==> config.mk <==
export PLATFORM = sky130hd
export DESIGN_NAME = preif_pc_gen
export DESIGN_NICKNAME = d
export VERILOG_FILES = /design/src/rtl/pc_pkg.sv /design/src/rtl/pc_redirect_arb.sv /design/src/rtl/preif_pc_gen.sv
export SDC_FILE = /design/constraint.sdc
export NUM_CORES = 1
export LEC_CHECK = 0
export ABC_CLOCK_PERIOD_IN_PS = 2700
export BUFFER_PORTS_ARGS = -buffer_cell sky130_fd_sc_hd__buf_2
export CAP_MARGIN = 40
export CORE_MARGIN = 2
export CORE_UTILIZATION = 48
export DETAILED_ROUTE_END_ITERATION = 10
export GPL_ROUTABILITY_DRIVEN = 0
export PLACE_DENSITY = 0.87
export SLEW_MARGIN = 5
export SYNTH_ARGS = -nofsm -noshare
export SYNTH_HDL_FRONTEND = slang
export SYNTH_HIERARCHICAL = 1
export SYNTH_SLANG_ARGS = --single-unit
export TNS_END_PERCENT = 10
==> constraint.sdc <==
create_clock -name clk -period 2.7 [get_ports clk]
set_clock_uncertainty 0.1 [all_clocks]
set_input_delay 0.27 -clock clk [delete_from_list [all_inputs] [get_ports clk]]
set_output_delay 0.27 -clock clk [all_outputs]
set_load 0.02 [all_outputs]
==> src/rtl/pc_pkg.sv <==
// Shared types and constants for the PRE_IF fetch PC generator.
package pc_pkg;

  typedef enum logic [0:0] {
    RUN  = 1'b0,
    PEND = 1'b1
  } pc_state_e;

  localparam int unsigned REDIR_EXC = 0;
  localparam int unsigned REDIR_BR  = 1;
  localparam int unsigned REDIR_BPU = 2;

  localparam logic [31:0] DEFAULT_RESET_PC = 32'hBFC0_0000;

endpackage

==> src/rtl/pc_redirect_arb.sv <==
// Fixed-priority redirect select: lowest asserted index wins.
module pc_redirect_arb #(
  parameter int unsigned NUM_REDIR = 3,
  parameter int unsigned ADDR_W    = 32,
  parameter int unsigned IDX_W     = 2
) (
  input  logic [NUM_REDIR-1:0]        redir_valid_i,
  input  logic [NUM_REDIR*ADDR_W-1:0] redir_target_i,
  output logic                        any_o,
  output logic [IDX_W-1:0]            idx_o,
  output logic [ADDR_W-1:0]           tgt_o
);

  always_comb begin
    any_o = |redir_valid_i;
    idx_o = '0;
    tgt_o = '0;
    // Walk from lowest priority up so the lowest set index is written last.
    for (int i = NUM_REDIR - 1; i >= 0; i--) begin
      if (redir_valid_i[i]) begin
        idx_o = IDX_W'(i);
        tgt_o = redir_target_i[i*ADDR_W +: ADDR_W];
      end
    end
  end

endmodule

==> src/rtl/preif_pc_gen.sv <==
// PRE_IF fetch PC generator with prioritised, stall-buffered redirects.
// Optional macro PC_ALIGN_CHECK_EN: keep target low bits and flag misalignment on addr_err_o.
module preif_pc_gen
  import pc_pkg::*;
#(
  parameter int unsigned       ADDR_W    = 32,
  parameter int unsigned       FETCH_N   = 2,
  parameter int unsigned       NUM_REDIR = 3,
  parameter logic [ADDR_W-1:0] RESET_PC  = ADDR_W'(DEFAULT_RESET_PC)
) (
  input  logic                        clk,
  input  logic                        rst,
  input  logic                        stall_i,
  input  logic [NUM_REDIR-1:0]        redir_valid_i,
  input  logic [NUM_REDIR*ADDR_W-1:0] redir_target_i,
  output logic [ADDR_W-1:0]           pc_o,
  output logic                        pc_valid_o,
  output logic [FETCH_N-1:0]          fetch_mask_o,
  output logic                        redir_pending_o,
  output logic                        addr_err_o
);

  localparam int unsigned IDX_W     = (NUM_REDIR > 1) ? $clog2(NUM_REDIR) : 1;
  localparam int unsigned OFF_W     = (FETCH_N > 1) ? $clog2(FETCH_N) : 1;
  localparam int unsigned BLK_BYTES = 4 * FETCH_N;
  localparam logic [ADDR_W-1:0] BLK_MASK = ADDR_W'(BLK_BYTES - 1);

  pc_state_e         state_q, state_d;
  logic [ADDR_W-1:0] pc_q, pc_d;
  logic              pc_valid_q;
  logic [IDX_W-1:0]  pend_idx_q, pend_idx_d;
  logic [ADDR_W-1:0] pend_tgt_q, pend_tgt_d;

  logic              arb_any;
  logic [IDX_W-1:0]  arb_idx;
  logic [ADDR_W-1:0] arb_tgt;
  logic [ADDR_W-1:0] seq_pc, load_tgt;
  logic              do_load, do_seq, take_new;

  pc_redirect_arb #(
    .NUM_REDIR(NUM_REDIR),
    .ADDR_W   (ADDR_W),
    .IDX_W    (IDX_W)
  ) u_arb (
    .redir_valid_i (redir_valid_i),
    .redir_target_i(redir_target_i),
    .any_o         (arb_any),
    .idx_o         (arb_idx),
    .tgt_o         (arb_tgt)
  );

  assign seq_pc   = (pc_q & ~BLK_MASK) + ADDR_W'(BLK_BYTES);
  // Equal index favours the fresh request over the buffered one.
  assign take_new = arb_any && (arb_idx <= pend_idx_q);

  always_comb begin
    state_d    = state_q;
    pend_idx_d = pend_idx_q;
    pend_tgt_d = pend_tgt_q;
    do_load    = 1'b0;
    do_seq     = 1'b0;
    load_tgt   = arb_tgt;
    unique case (state_q)
      RUN: begin
        if (!stall_i) begin
          do_load = arb_any;
          do_seq  = !arb_any;
        end else if (arb_any) begin
          pend_idx_d = arb_idx;
          pend_tgt_d = arb_tgt;
          state_d    = PEND;
        end
      end
      PEND: begin
        if (stall_i) begin
          if (take_new) begin
            pend_idx_d = arb_idx;
            pend_tgt_d = arb_tgt;
          end
        end else begin
          do_load  = 1'b1;
          load_tgt = take_new ? arb_tgt : pend_tgt_q;
          state_d  = RUN;
        end
      end
      default: state_d = RUN;
    endcase
  end

`ifdef PC_ALIGN_CHECK_EN
  logic addr_err_q, addr_err_d;

  always_comb begin
    pc_d       = pc_q;
    addr_err_d = addr_err_q;
    if (do_load) begin
      pc_d       = load_tgt;
      addr_err_d = |load_tgt[1:0];
    end else if (do_seq) begin
      pc_d       = seq_pc;
      addr_err_d = 1'b0;
    end
  end

  always_ff @(posedge clk) begin
    if (rst) addr_err_q <= 1'b0;
    else     addr_err_q <= addr_err_d;
  end

  assign addr_err_o = addr_err_q;
`else
  always_comb begin
    pc_d = pc_q;
    if (do_load)     pc_d = load_tgt & ~ADDR_W'(3);
    else if (do_seq) pc_d = seq_pc;
  end

  assign addr_err_o = 1'b0;
`endif

  always_ff @(posedge clk) begin
    if (rst) begin
      state_q    <= RUN;
      pc_q       <= RESET_PC;
      pc_valid_q <= 1'b0;
      pend_idx_q <= '0;
      pend_tgt_q <= '0;
    end else begin
      state_q    <= state_d;
      pc_q       <= pc_d;
      pc_valid_q <= 1'b1;
      pend_idx_q <= pend_idx_d;
      pend_tgt_q <= pend_tgt_d;
    end
  end

  if (FETCH_N == 1) begin : g_mask_single
    assign fetch_mask_o = 1'b1;
  end else begin : g_mask_multi
    logic [OFF_W-1:0] slot;
    assign slot = pc_q[OFF_W+1:2];
    always_comb begin
      for (int i = 0; i < FETCH_N; i++) begin
        fetch_mask_o[i] = (OFF_W'(i) >= slot);
      end
    end
  end

  assign pc_o            = pc_q;
  assign pc_valid_o      = pc_valid_q;
  assign redir_pending_o = (state_q == PEND);

endmodule

# Yosys cells after proc, flatten, opt, wreduce, memory -nomap -nowiden
# Cells that the tools add are included.
# word_totals
regBits	68
inputBits	102
output_inout_bits	37
elab_cells	52
# op_classes
add_sub_neg	1
order_cmp	3
n_eq_ne	4
mux	30
bitwise	1
n_reduce_logical	7
# ops
operator	count
$mux W32	11
$pmux W32 S2	1
$add A32 B4 Y32 const B	1
$mux W2	7
$mux W1	8
$ne A2 B2 Y1 const B	3
$pmux W1 S2	2
$pmux W2 S2	1
$reduce_and A4 Y1	1
$reduce_and A3 Y1	1
$reduce_or A3 Y1	1
$ge A1 B1 Y1 const A	2
$le A2 B2 Y1	1
$ne A2 B1 Y1 const B	1
$reduce_bool A2 Y1	1
$reduce_or A2 Y1	1
$logic_and A1 B1 Y1	1
$logic_not A1 Y1	1
$not A1 Y1	1

# Depth between registers and ports, before layout
# depth
depth_word	9
depth_mapped	12
ltp_nobuf	8

# Cells and area by module
# The synthesis kept the hierarchy.
# modules_own_cells
mod	n_inst	cells_each	area_per_inst_um2	seq_area_each_um2
preif_pc_gen	1	453	3616.0	1281.2
pc_redirect_arb	1	149	1221.2	0.0

# Worst setup path before layout
# Ideal clock, no wire load.
# synth_timing
kind	input -> register
from	input redir_valid_i[1]
to	register pc_q[25] (netlist: pc_o[25])
setup_ns	0.125
arrival_ns	2.360
required_time_ns	2.475
setup_slack_ns	0.115
path_stages	9
n_path_buf	2
cell_sequence	buf_6 > buf_12 > nor3b_1 > ha_1 > and2b_1 > o311ai_4 > mux2_2 > a221oi_1 > nand2_1
# synth_via
elab_chain_len	8
elab_cells_between_ends	17
classes_between	order compare (1); mux (12); reduce/logical (4)
# synth_rtl
item	line	text
from (decl)	preif_pc_gen.sv:14	input logic [NUM_REDIR-1:0] redir_valid_i,
$mux W2 (2 in series)	pc_redirect_arb.sv:20	if (redir_valid_i[i]) begin
named net arb_idx[1]	preif_pc_gen.sv:35	logic [IDX_W-1:0] arb_idx;
$le A2 B2 Y1	preif_pc_gen.sv:54	assign take_new = arb_any && (arb_idx <= pend_idx_q);
$logic_and A1 B1 Y1	preif_pc_gen.sv:54	
$mux W32	n/a	
$mux W32	preif_pc_gen.sv:75	if (stall_i) begin
$mux W32	preif_pc_gen.sv:63	unique case (state_q)
$mux W32	preif_pc_gen.sv:114	if (do_load) pc_d = load_tgt & ~ADDR_W'(3);
to (signal assigned)	preif_pc_gen.sv:130	pc_q <= pc_d;
to (decl)	preif_pc_gen.sv:29	logic [ADDR_W-1:0] pc_q, pc_d;
# The timed path passes the listed nets, and every way through them passes these cells.
# A chain may end at the register's enable or synchronous reset.

# Final worst setup path
# layout_timing
from	register pend_idx_q[1]
to	register pc_q[18] (netlist: pc_o[18])
# layout_via
elab_chain_len	6
# layout_rtl
item	line	text
from (decl)	preif_pc_gen.sv:31	logic [IDX_W-1:0] pend_idx_q, pend_idx_d;
from (signal assigned)	preif_pc_gen.sv:132	pend_idx_q <= pend_idx_d;
$le A2 B2 Y1	preif_pc_gen.sv:54	
$logic_and A1 B1 Y1	preif_pc_gen.sv:54	
$mux W32	n/a	
$mux W32	preif_pc_gen.sv:75	
$mux W32	preif_pc_gen.sv:63	
$mux W32	preif_pc_gen.sv:114	
# No other way between the ends.

==> flow_summary.toml <==
[route]
drc = 0
viasPerCell = 6.05
drtAntennaViolNets = 0
drtIter0Drc = 507
via_count = 5082
wl_per_cell_um = 16.8
first_pass_iters = 7
wirelength_um = 14100

[setup_path]
path_cells = "inv_1 -> ha_1 -> and2b_1 -> o311a_1 -> a221o_1 -> a211o_1"
path_class = "reg -> reg"
critical_path_required_ps = 2840
reg2regPathDepth = 6
worst_setup_path_end_kind = "register"
worstPathMaxFanout = 7
crit_end = "pc_o[18]"
max_stage_delay_ps = 440
cp.arrival_ps = 2410
r2r_end = "pc_o[18]"
cp_slowest_cell = "a221o_1"
r2r-start = "pend_idx_q[1]"
worstSetupStartpoint = "pend_idx_q[1]"
start_kind = "register"
rrSetupSlack_ps = 430

[floorplanning]
fp-row-count = 36
core_mm2 = 0.00973
die_x_um = 104
initial_core_util_pct = 49.2
die_h_um = 104
fp.dieArea_mm2 = 0.0108
ios = 139

[clock_network]
htreeDepth = 3
cts_made_buffers = 9
clockBufferDepth = 2
post_cts.repair.setup_buffers = 0
clk_pin_slew_worst_paths_ps = 80
cts_root_buffer = "clkbuf_8"
cts_tree = "yes"
cts-resized-gates = 0
hold_buffers = 0
numClockSinks = 64
clk_latency_ps = 350

[placed_design]
dp_cells = 824
place_hpwl_um = 10500
post_dp_cell_area_mm2 = 0.00536
port_buffers = 128
place_ws_ps = 137

[global_route]
met3_usage_pct = 5.01
grt_pass1_vias = 4666
grt_max_degree = 61
grt_antenna_before_repair = 0
grt_pass1_wl_um = 22600
grt_usage_pct = 25.4
gr-usage-met2_pct = 39.1
grt.met1_usage_pct = 35.1
top_usage_layer = "met2"
grt-ovfl-total = 0

[layout]
fin_util_pct = 57.1
final_cell_area_mm2 = 0.00555
nets = 807
instances_no_fill = 840
syn_to_final_growth_pct = 16.0
diodes = 0
fillerInstances = 916
drive_gt1_share_pct = 34.8

[sta]
timing.setup.tns_ps = 0
timing.final.hold_violations = 0
fmax_ghz = 0.441
rsz0062_at_grt = "no"
fin_crit_ps = 2270
drv_slew = 0
holdWs_ps = 151
max_slew_margin_pct = 50.7
min_period_over_period_pct = 84.1
fin_ws_ps = 430
worstMarginPinSlew_ps = 731
setup_viol = 0

[power]
p_clk_share_pct = 32.5
p_per_area_mw_per_mm2 = 470
power_leakage_nw = 2.25
internal_power_mw = 1.76
switchingPower_uw = 854
p_total_mw = 2.61
vdd_drop_max_mv = 0.340
p_seq_share_pct = 42.2
sw_frac_of_total_pct = 32.7
p_comb_share_pct = 25.3

[min_path]
hold_class = "in -> reg"

[synthesis]
syn_inst = 594
synth.cell_area_mm2 = 0.00479
yosysWarnings = 6
avgSynthCellArea_um2 = 8.06

[flow_run]
cap_violations = 0

[outcome]
status = "finished, final reports clean"
-- power groups by stage --
stage | Combinational, mW | Clock, mW | Sequential (mW)
floorplan | 0.419 | 0 | 1.14
global route | 0.715 | 0.893 | 1.11
finish | 0.660 | 0.849 | 1.10
CTS | 0.652 | 0.847 | 1.10
detailed placement | 0.649 | 0 | 1.12
global placement | 0.625 | 0 | 1.11
-- state kept, by name, indices dropped and copies added (netlist names) --
signal	cells
pc_o	30
pc_valid_o	1
pend_idx_q	2
pend_tgt_q	30
redir_pending_o	1
-- final cells by class --
| cell class | count | area [um^2] | area share, % |
|---|---|---|---|
| clock buffer | 13 | 159 | 2.86 |
| tap | 133 | 166 | 3.00 |
| inverter | 18 | 67.6 | 1.22 |
| multi-input combinational | 460 | 3040 | 54.8 |
| sequential | 64 | 1280 | 23.1 |
| clock inverter | 3 | 40.0 | 0.721 |
| timing repair buffer | 149 | 798 | 14.4 |
-- how the worst min path moves through the flow --
stage                      from              to  slack (ps)  depth (start not counted)
2_1_floorplan    pend_tgt_q[24]  pend_tgt_q[24]         330                          2
3_3_place_gp     pend_tgt_q[15]  pend_tgt_q[15]         340                          2
3_5_place_dp     pend_tgt_q[25]  pend_tgt_q[25]         350                          2
4_1_cts        redir_valid_i[1]   pend_idx_q[1]         150                          4
5_1_grt        redir_valid_i[1]   pend_idx_q[1]         170                          4
6_report       redir_valid_i[1]   pend_idx_q[1]         150                          4
-- layout by cell type (no fill, tap or decap), types with 10 or more instances in the layout --
cell / n
a21oi_1: 56
nand4_1: 10
nor2b_1: 12
inv_1: 16
nor3_1: 13
clkbuf_8: 11
nand3_1: 10
buf_4: 21
buf_2: 128
and2b_1: 21
nor2_1: 15
a31oi_1: 11
dfxtp_1: 64
nand2_1: 87
o21ai_0: 19
nand3b_1: 30
a21oi_2: 58
a221oi_1: 12
-- critical path: cells and delay by family (launching register included) --
kind | cells | cell delay (ps)
buffers and inverters | 1 | 50
adders and majority gates | 1 | 310
AOI/OAI and AO/OA | 3 | 1140
DFF | 1 | 330
and+or+nand+nor | 1 | 230
-- metal layers --
layer,wire length [um],vias up
met3,1240,30
met4,356,0
li1,-,2383
met2,6370,323
met1,6160,2346
met5,0,-
Power figures use the tool's default switching activity.
